## src/rtl/counter_sched.sv

```systemverilog
// counter_sched: round-robin scheduler that lends one shared up-counter to
// N requesters in turn. The granted requester's terminal count is latched at
// grant time; the block pulses done when the counter reaches it, or quietly
// releases the counter if the requester withdraws first. A one-cycle CLEAR
// state with the enable low lets the counter reset before the next grant.
module counter_sched #(
  parameter int N = 4,
  parameter int W = 8
) (
  input  logic           clock,
  input  logic           resetn,
  input  logic [N-1:0]   req,
  input  logic [N*W-1:0] req_tc,
  output logic [N-1:0]   grant,
  output logic [N-1:0]   done,
  output logic           busy,
  output logic           cnt_enable,
  input  logic [W-1:0]   cnt_value
);

  localparam int IW = (N > 1) ? $clog2(N) : 1;

  typedef enum logic [1:0] {
    IDLE  = 2'd0,
    RUN   = 2'd1,
    CLEAR = 2'd2
  } state_t;

  state_t        r_state, w_state_nxt;
  logic [IW-1:0] r_rr_ptr, w_rr_ptr_nxt;
  logic [IW-1:0] r_idx, w_idx_nxt;
  logic [W-1:0]  r_tc, w_tc_nxt;
  logic [N-1:0]  r_grant, w_grant_nxt;
  logic [N-1:0]  r_done, w_done_nxt;
  logic          r_en, w_en_nxt;
  logic [IW-1:0] w_winner;
  logic          w_found;

  // Requester index k positions after ptr, wrapping modulo N.
  function automatic logic [IW-1:0] rr_next(input logic [IW-1:0] ptr, input int k);
    int j;
    j = int'(ptr) + k;
    if (j >= N) j = j - N;
    return IW'(j);
  endfunction

  // Round-robin pick: first active request after the last winner.
  always_comb begin
    w_winner = r_rr_ptr;
    w_found  = 1'b0;
    for (int k = 1; k <= N; k++) begin
      if (!w_found && req[rr_next(r_rr_ptr, k)]) begin
        w_found  = 1'b1;
        w_winner = rr_next(r_rr_ptr, k);
      end
    end
  end

  // Next-state and next-output logic; outputs are registered below.
  always_comb begin
    w_state_nxt  = r_state;
    w_rr_ptr_nxt = r_rr_ptr;
    w_idx_nxt    = r_idx;
    w_tc_nxt     = r_tc;
    w_grant_nxt  = r_grant;
    w_done_nxt   = '0;
    w_en_nxt     = r_en;
    case (r_state)
      IDLE: begin
        w_grant_nxt = '0;
        w_en_nxt    = 1'b0;
        if (w_found) begin
          w_idx_nxt    = w_winner;
          w_tc_nxt     = req_tc[w_winner*W +: W];
          w_rr_ptr_nxt = w_winner;
          w_grant_nxt  = N'(1) << w_winner;
          w_en_nxt     = 1'b1;
          w_state_nxt  = RUN;
        end
      end
      RUN: begin
        // Completion takes priority over a simultaneous withdrawal.
        if (cnt_value == r_tc) begin
          w_done_nxt[r_idx] = 1'b1;
          w_grant_nxt       = '0;
          w_en_nxt          = 1'b0;
          w_state_nxt       = CLEAR;
        end else if (!req[r_idx]) begin
          w_grant_nxt = '0;
          w_en_nxt    = 1'b0;
          w_state_nxt = CLEAR;
        end
      end
      CLEAR: begin
        w_grant_nxt = '0;
        w_en_nxt    = 1'b0;
        w_state_nxt = IDLE;
      end
      default: begin
        w_grant_nxt = '0;
        w_en_nxt    = 1'b0;
        w_state_nxt = IDLE;
      end
    endcase
  end

  // State, latched grant context and registered outputs.
  always_ff @(posedge clock or negedge resetn) begin
    if (!resetn) begin
      r_state  <= IDLE;
      r_rr_ptr <= IW'(N - 1);
      r_idx    <= '0;
      r_tc     <= '0;
      r_grant  <= '0;
      r_done   <= '0;
      r_en     <= 1'b0;
    end else begin
      r_state  <= w_state_nxt;
      r_rr_ptr <= w_rr_ptr_nxt;
      r_idx    <= w_idx_nxt;
      r_tc     <= w_tc_nxt;
      r_grant  <= w_grant_nxt;
      r_done   <= w_done_nxt;
      r_en     <= w_en_nxt;
    end
  end

  assign grant      = r_grant;
  assign done       = r_done;
  assign cnt_enable = r_en;
  assign busy       = (r_state != IDLE);

endmodule

```

## config.mk

```make
export PLATFORM = sky130hd
export DESIGN_NAME = counter_sched
export DESIGN_NICKNAME = d
export VERILOG_FILES = /design/src/rtl/counter_sched.sv
export SDC_FILE = /design/constraint.sdc
export NUM_CORES = 1
export LEC_CHECK = 0
export CAP_MARGIN = 30
export CELL_PAD_IN_SITES_DETAIL_PLACEMENT = 0
export CELL_PAD_IN_SITES_GLOBAL_PLACEMENT = 1
export CORE_MARGIN = 10
export CORE_UTILIZATION = 35
export DETAILED_ROUTE_END_ITERATION = 10
export PLACE_DENSITY = 0.91
export SKIP_CTS_REPAIR_TIMING = 1
export SKIP_LAST_GASP = 1
export SLEW_MARGIN = 0
export SYNTH_ARGS = -nofsm -noshare
export SYNTH_HDL_FRONTEND = slang
export SYNTH_SLANG_ARGS = --single-unit
```

## constraint.sdc

```tcl
create_clock -name clock -period 5 [get_ports clock]
set_input_delay 1 -clock clock [delete_from_list [all_inputs] [get_ports clock]]
set_output_delay 1 -clock clock [all_outputs]
set_load 0.1 [all_outputs]
```

# Word-level counts from Yosys, hierarchy flattened
# Index checks and enable logic that the tools add are counted.
# totals
regBits	23
inputBits	46
output_inout_bits	10
elab_cells	80
# op_classes
add_sub_neg	8
n_lt_le_gt_ge	10
eq_ne	4
shift	2
n_mux	38
n_reduce_logical	11
# op_table
cell	n
32-bit by 6-bit indexed part select with 8-bit output	1
2-bit two-way mux	11
4-bit two-way mux	5
2-bit by 3-bit less-than comparator with 1-bit output (second input constant)	5
1-bit two-way mux	13
1-bit binary-select mux with 2-bit select	5
3-bit greater-or-equal comparator (second input constant)	3
8-bit == test	1
4-bit one-hot mux with 2 select lines	1
2-bit by 1-bit subtractor with 2-bit output (second input constant)	4
2-bit by 2-bit adder with 3-bit output (second input constant)	2
2-bit by 3-bit adder with 4-bit output (second input constant)	1
4-bit by 3-bit greater-or-equal comparator with 1-bit output (second input constant)	1
1-bit logical AND	4
2-bit one-hot mux with 2 select lines	1
2-bit AND reduction	2
1-bit by 2-bit left shift with 4-bit output (first input constant)	1
2-bit by 1-bit adder with 3-bit output (second input constant)	1
1-bit zero test	3
3-bit != test (second input constant)	1
1-bit demux with 2-bit select	1
2-bit by 1-bit == test with 1-bit output (second input constant)	1
2-bit by 1-bit greater-or-equal comparator with 1-bit output (second input constant)	1
2-bit zero test	1
3 further kinds	3

# Depth between registers and ports, before layout
# Gate-level depths: netlist of run 1.
# depth
depth_word	18
depth_mapped	8
mapped_depth_nobuf	5

# Least setup slack after synthesis of run 1
# No wires, ideal clock.
# synth_path
kind	input-to-reg
startpoint	input port req[2]
endpoint	register r_tc[2]
setup_ns	0.129
arrival_time_ns	2.165
t_required_ns	4.871
setup_slack_ns	2.706
path_stages	7
path_buffers	2
path_cell_list	o21ai_1 a21oi_2 or3_1 buf_6 buf_12 a211oi_2 a211oi_2
# synth_between
elab_chain_cells	13
word_cells_on_any_way	24
cone_classes	1 x shift; 16 x mux; 7 x reduce/logical
# synth_lines
element	line_no	source
start: declaration	12	input logic [N-1:0] req,
1-bit binary-select mux with 2-bit select	52	if (!w_found && req[rr_next(r_rr_ptr, k)]) begin
1-bit two-way mux (not written as such)	52	
1-bit two-way mux	52	
1-bit zero test	52	
1-bit logical AND	52	
1-bit two-way mux	52	
1-bit zero test	52	
1-bit logical AND	52	
1-bit two-way mux	52	
1-bit zero test	52	
1-bit logical AND	52	
2-bit two-way mux or 1-bit two-way mux (tied branches)	52	
32-bit by 6-bit indexed part select with 8-bit output or 2-bit AND reduction (tied branches)	--	
end signal: assignment	121	r_tc <= w_tc_nxt;
end: declaration	32	logic [W-1:0] r_tc, w_tc_nxt;
# Parallel ways exist; a longest one is shown, timed or not. The select of a mux whose other input is x is not followed.
# A chain may end at the register's enable or synchronous reset.

# Worst setup path in the final report of run 1
# layout_path
startpoint	input port req[3]
endpoint	register r_tc[2]
# The elaborated chain is that of the path after synthesis.

==> flow_summary.json, run 1 <==
{
  "routedWlPerCell_um": 17.4,
  "grt_max_degree": 22,
  "ant_nets": 0,
  "area_growth_pct": 42.5,
  "final_nets": 232,
  "drv_slew": 0,
  "fmax_mhz": 317,
  "vias": 1214,
  "core_sq_mm": 0.00400,
  "fin_util_pct": 51.6,
  "tns_ps": 0,
  "synth.distinct_cells": 40,
  "p_leak_uw": 0.000838,
  "io_pins": 56,
  "dp_slack_ps": 1550,
  "critPathArrivalTime_ps": 3280,
  "synth_fp_nets": 177,
  "die_y_um": 84.3,
  "die_w_um": 84.3,
  "synth_seq_cells": 23,
  "synth_ff_type": "dfrtp_1",
  "met2_length_um": 2230,
  "status": "completed",
  "synthArstFlopShare_pct": 100,
  "yosysSeqAreaShare_pct": 39.9,
  "totalWireLength_um": 4080,
  "clk_latency_ps": 260,
  "die-area_sq_mm": 0.00711,
  "maxUsedRoutingLayer": "met4",
  "cts_inserted_buffers": 3,
  "grt_pass1_wl_um": 6870,
  "setup_ws_ps": 1840,
  "met1_length_um": 1650,
  "netlist_area_sq_mm": 0.00145,
  "grt_pass1_vias": 1358,
  "drt_iter0_markers": 90,
  "layout-drive-gt1-share_pct": 16.8,
  "port-buffer-count": 55,
  "drc": 0,
  "fillCellCount": 350,
  "num_rows": 23,
  "min_period_over_period_pct": 63.1,
  "setup_viol": 0,
  "hp-class": "reg2reg",
  "finClkSkew_ps": 1.32,
  "required_ps": 5130,
  "antenna_found_initial": 0,
  "start_util_pct": 36.2,
  "worstSetupEndpointType": "flop",
  "synth_warnings": 0,
  "dr_wl_met3_um": 165,
  "vdd_drop_max_mv": 0.268,
  "synthCells": 131,
  "tightest_slew_ps": 978,
  "min_period_ps": 3160,
  "cts_max_level": 1,
  "gp_congestion": 0.865,
  "clockBufferDepth": 2,
  "synth-edff-count": 0,
  "synth.avg_cell_area_sq_um": 11.1,
  "path_class": "in2reg",
  "cts_sinks": 23,
  "antennaDiodeCount": 0,
  "grt_usage_pct": 11.3,
  "crit_fanout": 18,
  "dpl.hpwl_um": 3340,
  "cts_tree": "yes",
  "drtPass1Iterations": 4,
  "rsz0062_at_grt": "false",
  "gr-total-overflow": 0,
  "cp-start-kind": "input port",
  "cellPowerDensity_mw_per_mm2": 558,
  "path_clk_slew_ps": 80,
  "cts-root-buf": "clkbuf_8",
  "finalHoldViolations": 0,
  "slew_headroom_pct": 34.6,
  "drv_cap": 0,
  "vias_per_cell": 5.17
}
[per-layer routing]
layer  GRT usage (%)  vias up
met2            20.7       35
met5               0        -
met1            13.4      588
met3            1.55        2
met4            3.14        0
li1                -      589
[critical path, cell delays in order]
cell	delay, ps
clkdlybuf4s50_1	600
nand2b_2	110
a21oi_2	350
or3_1	780
mux2i_1	340
a211oi_2	100
[kinds of logic (layout without fill, tap and decap cells)]
group           Yosys count  count (layout)  synth area share [%]
compound gates           30              30                  21.2
xor+xnor                  8               8                  4.84
buf+inv                   7              61                  5.18
flops                    23              23                  39.9
mux                      10              10                  7.77
simple gates             53              53                  21.1
[cells in the mapped netlist, types with 2 or more instances]
cell / count / share of area (%)
o21a_1: 2 / 1.0
nand2b_1: 2 / 0.86
dfstp_2: 2 / 3.6
a21oi_1: 2 / 0.69
nor4_1: 3 / 1.3
or2_1: 2 / 0.86
mux2i_1: 9 / 6.2
buf_6: 2 / 1.6
dfrtp_1: 21 / 36
and3b_1: 2 / 1.2
nor2_1: 12 / 3.1
nor3_1: 9 / 3.1
a211oi_2: 16 / 14
a21oi_2: 2 / 1.2
a22o_1: 2 / 1.2
or2b_1: 2 / 1.0
xor2_1: 8 / 4.8
nand2_1: 10 / 2.6
nor3b_1: 2 / 1.0
[cell usage in the layout, fill, tap and decap left out, types with 2 or more instances in the layout]
master	n
nor2_1	12
dfstp_2	2
nand2b_1	2
a21oi_1	2
a21oi_2	2
clkdlybuf4s50_1	55
a22o_1	2
nor3b_1	2
o21a_1	2
or2b_1	2
nand2_1	10
nor3_1	9
or2_1	2
dfrtp_1	21
mux2i_1	9
clkbuf_8	3
and3b_1	2
nor4_1	3
xor2_1	8
a211oi_2	16
[stage by stage]
step	power, uW	instance area [sq um]	hold WS, ps	std cells
6_report	1150	2060	482	235
2_1_floorplan	917	1450	431	131
4_1_cts	1160	2060	484	235
3_5_place_dp	1040	2020	476	231
3_3_place_gp	1020	1990	447	230
5_1_grt	1230	2060	505	235
[sequential cells by signal (all words and copies together), names as in the netlist]
signal	cells
r_idx	2
r_tc	8
grant	4
done	4
r_rr_ptr	2
r_state	2
cnt_enable	1
[layout make-up]
cell class / count / area [sq um] / share of cell area, %
multi-input combinational: 101 / 796 / 38.5
sequential: 23 / 578 / 28.0
timing repair buffer: 56 / 578 / 28.0
tap: 50 / 62.6 / 3.03
clock buffer: 3 / 41.3 / 2.00
clock inverter: 1 / 5.00 / 0.242
inverter: 1 / 3.75 / 0.182
[path summary, 6_finish.rpt]
| path | start | to | depth (start not counted) | slack (ps) |
|---|---|---|---|---|
| min reg2reg | r_state[1] | r_state[1] | 1 | 480 |
| max | req[3] | r_tc[2] | 6 | 1840 |
| min | r_state[1] | r_state[1] | 1 | 480 |
| max reg2reg | r_rr_ptr[1] | r_tc[2] | 5 | 2550 |
| min in group asynchronous | resetn | grant[2] | 1 | 960 |
| max in group asynchronous | resetn | r_rr_ptr[1] | 2 | 3580 |
[power breakdown]
group | leakage, uW | switching [uW] | internal (uW) | total [uW]
Clock | 0.0000255 | 59.1 | 55.5 | 115
Combinational | 0.000534 | 440 | 260 | 700
Sequential | 0.000278 | 68.4 | 269 | 338
Total | 0.000838 | 567 | 585 | 1150
Power figures use the tool's default switching activity.
==> run 2: changes to the inputs <==
Settings changed: CORE_UTILIZATION 35 to 30, PLACE_DENSITY 0.91 to 0.84.
Clock period 5 ns to 2.6 ns, I/O delays scaled along.
==> flow_summary.json, run 2 (synthesis results as in run 1) <==
{
  "grt_usage_pct": 10.4,
  "final_common_cell": "clkdlybuf4s50_1",
  "crit_path_max_incr_delay_ps": 540,
  "ant_nets": 0,
  "io_pins": 56,
  "antenna_found_initial": 0,
  "cp-start-kind": "input port",
  "cts_max_level": 1,
  "hp-class": "reg2reg",
  "cp_cell_sequence": "clkdlybuf4s50_1 > nor4_1 > nor2_4 > and2_1 > a22o_1",
  "grt_max_degree": 19,
  "clk_latency_ps": 260,
  "totalWireLength_um": 4120,
  "cts-root-buf": "clkbuf_8",
  "vias": 1234,
  "dpl_cell_area_sq_mm": 0.00202,
  "regMostFlops": "r_tc",
  "cts_inserted_buffers": 3,
  "tns_ps": 0,
  "core_sq_mm": 0.00469,
  "fin_util_pct": 44.2,
  "drv_slew": 0,
  "cp.buffers_inverters": 1,
  "drv_cap": 0,
  "die_y_um": 89.5,
  "routedWlPerCell_um": 16.8,
  "largest_reg_flops": 8,
  "slew_headroom_pct": 61.8,
  "crit_family": "simple AND/OR/NAND/NOR gates",
  "finClkSkew_ps": 1.56,
  "layout-drive-gt1-share_pct": 24.6,
  "drc": 0,
  "critPathArrivalTime_ps": 2390,
  "min_period_ps": 2230,
  "setup_viol": 0,
  "start_util_pct": 30.9,
  "antennaDiodeCount": 0,
  "clockBufferDepth": 2,
  "rsz0062_at_grt": "false",
  "cts_sinks": 23,
  "gr-total-overflow": 0,
  "ff2ff_path_depth": 5,
  "path_clk_slew_ps": 90,
  "gp_congestion": 0.788,
  "worstSetupEndpointType": "flop",
  "cts_tree": "yes",
  "area_growth_pct": 43.0,
  "path_class": "in2reg",
  "finalHoldViolations": 0,
  "min_period_over_period_pct": 85.8,
  "die_w_um": 89.5,
  "die-area_sq_mm": 0.00801,
  "p_leak_uw": 0.000873,
  "mostFrequentLayoutCells": "clkdlybuf4s50_1, dfrtp_1, buf_4",
  "dpl.hpwl_um": 3280,
  "port-buffer-count": 55,
  "fmax_mhz": 448,
  "cellPowerDensity_mw_per_mm2": 1090,
  "required_ps": 2750,
  "vdd_drop_max_mv": 0.793,
  "final_area_sq_mm": 0.00207,
  "tightest_slew_ps": 573,
  "final_nets": 238,
  "cp_num_cells": 5,
  "crit_fanout": 11,
  "grt_pass1_vias": 1274,
  "vias_per_cell": 5.04,
  "fin_cells": 245,
  "drtPass1Iterations": 4,
  "dp.cells": 241,
  "num_rows": 25,
  "drt_iter0_markers": 56,
  "slowest_stage": "nor4_1",
  "hold_depth": 1,
  "status": "completed",
  "grt_pass1_wl_um": 6610,
  "regToRegSetupSlack_ps": 710
}
-- run 2: power breakdown --
part           total [uW]  switching [uW]  internal [uW]
Clock                 226             117            108
Combinational        1390             861            528
Sequential            645             128            518
-- run 2: metrics by stage --
stage | power, uW | hold WS (ps) | worst slack [ps]
2_1_floorplan | 1760 | 224 | 537
3_3_place_gp | 2040 | 455 | 182
3_5_place_dp | 2060 | 461 | 85.6
4_1_cts | 2290 | 470 | 356
5_1_grt | 2420 | 506 | 267
6_report | 2260 | 475 | 369
-- run 2: final timing paths --
kind / from / end
worst max-delay path: req[1] / grant[3]
worst min-delay path: r_state[1] / r_state[1]
max in group asynchronous: resetn / r_state[0]
min in group asynchronous: resetn / r_idx[0]
worst max register to register: r_rr_ptr[0] / grant[3]
worst min register to register: r_state[1] / r_state[1]
-- run 2: area by class of cell --
cell class                      instances  area (sq um)
Clock buffer                            3          41.3
Clock inverter                          1          7.51
Fill cell                             477          2620
Inverter                                1          3.75
Multi-Input combinational cell        101           796
Sequential cell                        23           578
Tap cell                               54          67.6
Timing Repair Buffer                   62           578
-- run 2: worst reg2reg max path: cells and delay by family (launching register included) --
kind / cells / cell delay (ps)
AOI/OAI and AO/OA: 2 / 460
and+or+nand+nor: 3 / 800
DFF: 1 / 570
-- run 2: metal layers --
| layer | global-route usage (%) | up-vias | share of wire, % |
|---|---|---|---|
| li1 | - | 602 | - |
| met1 | 13.4 | 596 | 45 |
| met2 | 16.5 | 34 | 46 |
| met3 | 4.10 | 2 | 8.5 |
| met4 | 1.30 | 0 | 0.32 |
| met5 | 0 | - | 0 |
==> run 3: changes to the inputs <==
Settings changed: CAP_MARGIN 30 to 10.
==> results of run 3 <==
The final DEF is identical to that of run 2; final timing and power are the same.
==> patch, RTL diff (config.mk and constraints of run 1) <==
The parameter `N` goes from 4 to 8.
--- a/src/rtl/counter_sched.sv
+++ b/src/rtl/counter_sched.sv
@@ -5,5 +5,5 @@
 // state with the enable low lets the counter reset before the next grant.
 module counter_sched #(
-  parameter int N = 4,
+  parameter int N = 8,
   parameter int W = 8
 ) (
Interface: changed (resized done, grant, req and req_tc); port bits go from 56 to 100. No check against the original RTL was run, so the function may have changed too.
==> patch against run 1 <==
Count of clock-buffer cells in the layout increased by 2. Core utilization decreased by 2.4 points. Total power increased to 3.0 times the old value. Sequential cell count increased by 10. Area after synthesis increased by 99%. Largest power group unchanged. Cell area increased by 94%. Largest cell class unchanged. Maximum frequency decreased by 25%. Critical path type is now register to register. Critical endpoint unchanged. Wire length increased by 97%. First-iteration DRC count increased by 19%. Worst setup slack got worse by 1000 ps.
==> patch: results <==
{
  "multi_input_area_share_pct": 47.67,
  "arrival_ps": 4380,
  "grtUsageTotal_pct": 12.93,
  "met2_length_um": 3934,
  "grt_pass1_vias": 2710,
  "preCtsSetupSlack_ps": 728.6,
  "wl_per_cell_um": 16.63,
  "num-clock-buffers": 5,
  "p_int_mw": 1.718,
  "grt_pass1_wl_um": 13490,
  "p_comb_mw": 2.69,
  "yosys_register_bits": 33,
  "finalNetCount": 462,
  "leakagePower_nw": 1.710,
  "grtUsageMet2_pct": 21.97,
  "ir_worst_vdd_v": 0.0004987,
  "wl_met3_um": 728,
  "synth_cells": 283,
  "status": "complete, no violations",
  "dp.cells": 476,
  "synth_fa_ha_area_share_pct": 0.8658,
  "layout-drive-gt1-share_pct": 11.08,
  "m1WireLength_um": 3279,
  "final-clk-cell-share_pct": 2.156,
  "power_mw": 3.406,
  "sh_seq_area_pct": 20.71,
  "clkLatencyLatePin_ps": 290,
  "io_buffers": 99,
  "pg_clk_mw": 0.198,
  "grt_max_degree": 34,
  "cpMaxStageDelayCell": "dfstp_2",
  "grt_use_met1_pct": 14.25,
  "taps": 105
}
patch: cell types whose count changed in the layout (fill, tap and decap cells not counted), sizes merged, moves of 7 or more:
cell,delta
mux4,+9
nor2,+14
a22o,+7
xnor2,+10
a221o,+8
and2,+12
a211oi,-14
dfrtp,+9
mux2i,+48
nand2,+14
clkdlybuf4s50,+44
patch: worst paths after layout:
path / slack, ps / depth (start not counted) / start / endpoint
worst min-delay path: 500 / 2 / cnt_enable$_DFFE_PN0P_ / cnt_enable$_DFFE_PN0P_
worst max register to register: 800 / 12 / r_rr_ptr[0]$_DFFE_PN1P_ / r_tc[2]$_DFFE_PN0P_
worst min register to register: 500 / 2 / cnt_enable$_DFFE_PN0P_ / cnt_enable$_DFFE_PN0P_
min in group asynchronous: 1110 / 2 / resetn / done[1]$_DFF_PN0_
worst max-delay path: 800 / 12 / r_rr_ptr[0]$_DFFE_PN1P_ / r_tc[2]$_DFFE_PN0P_
max in group asynchronous: 3560 / 2 / resetn / r_rr_ptr[0]$_DFFE_PN1P_
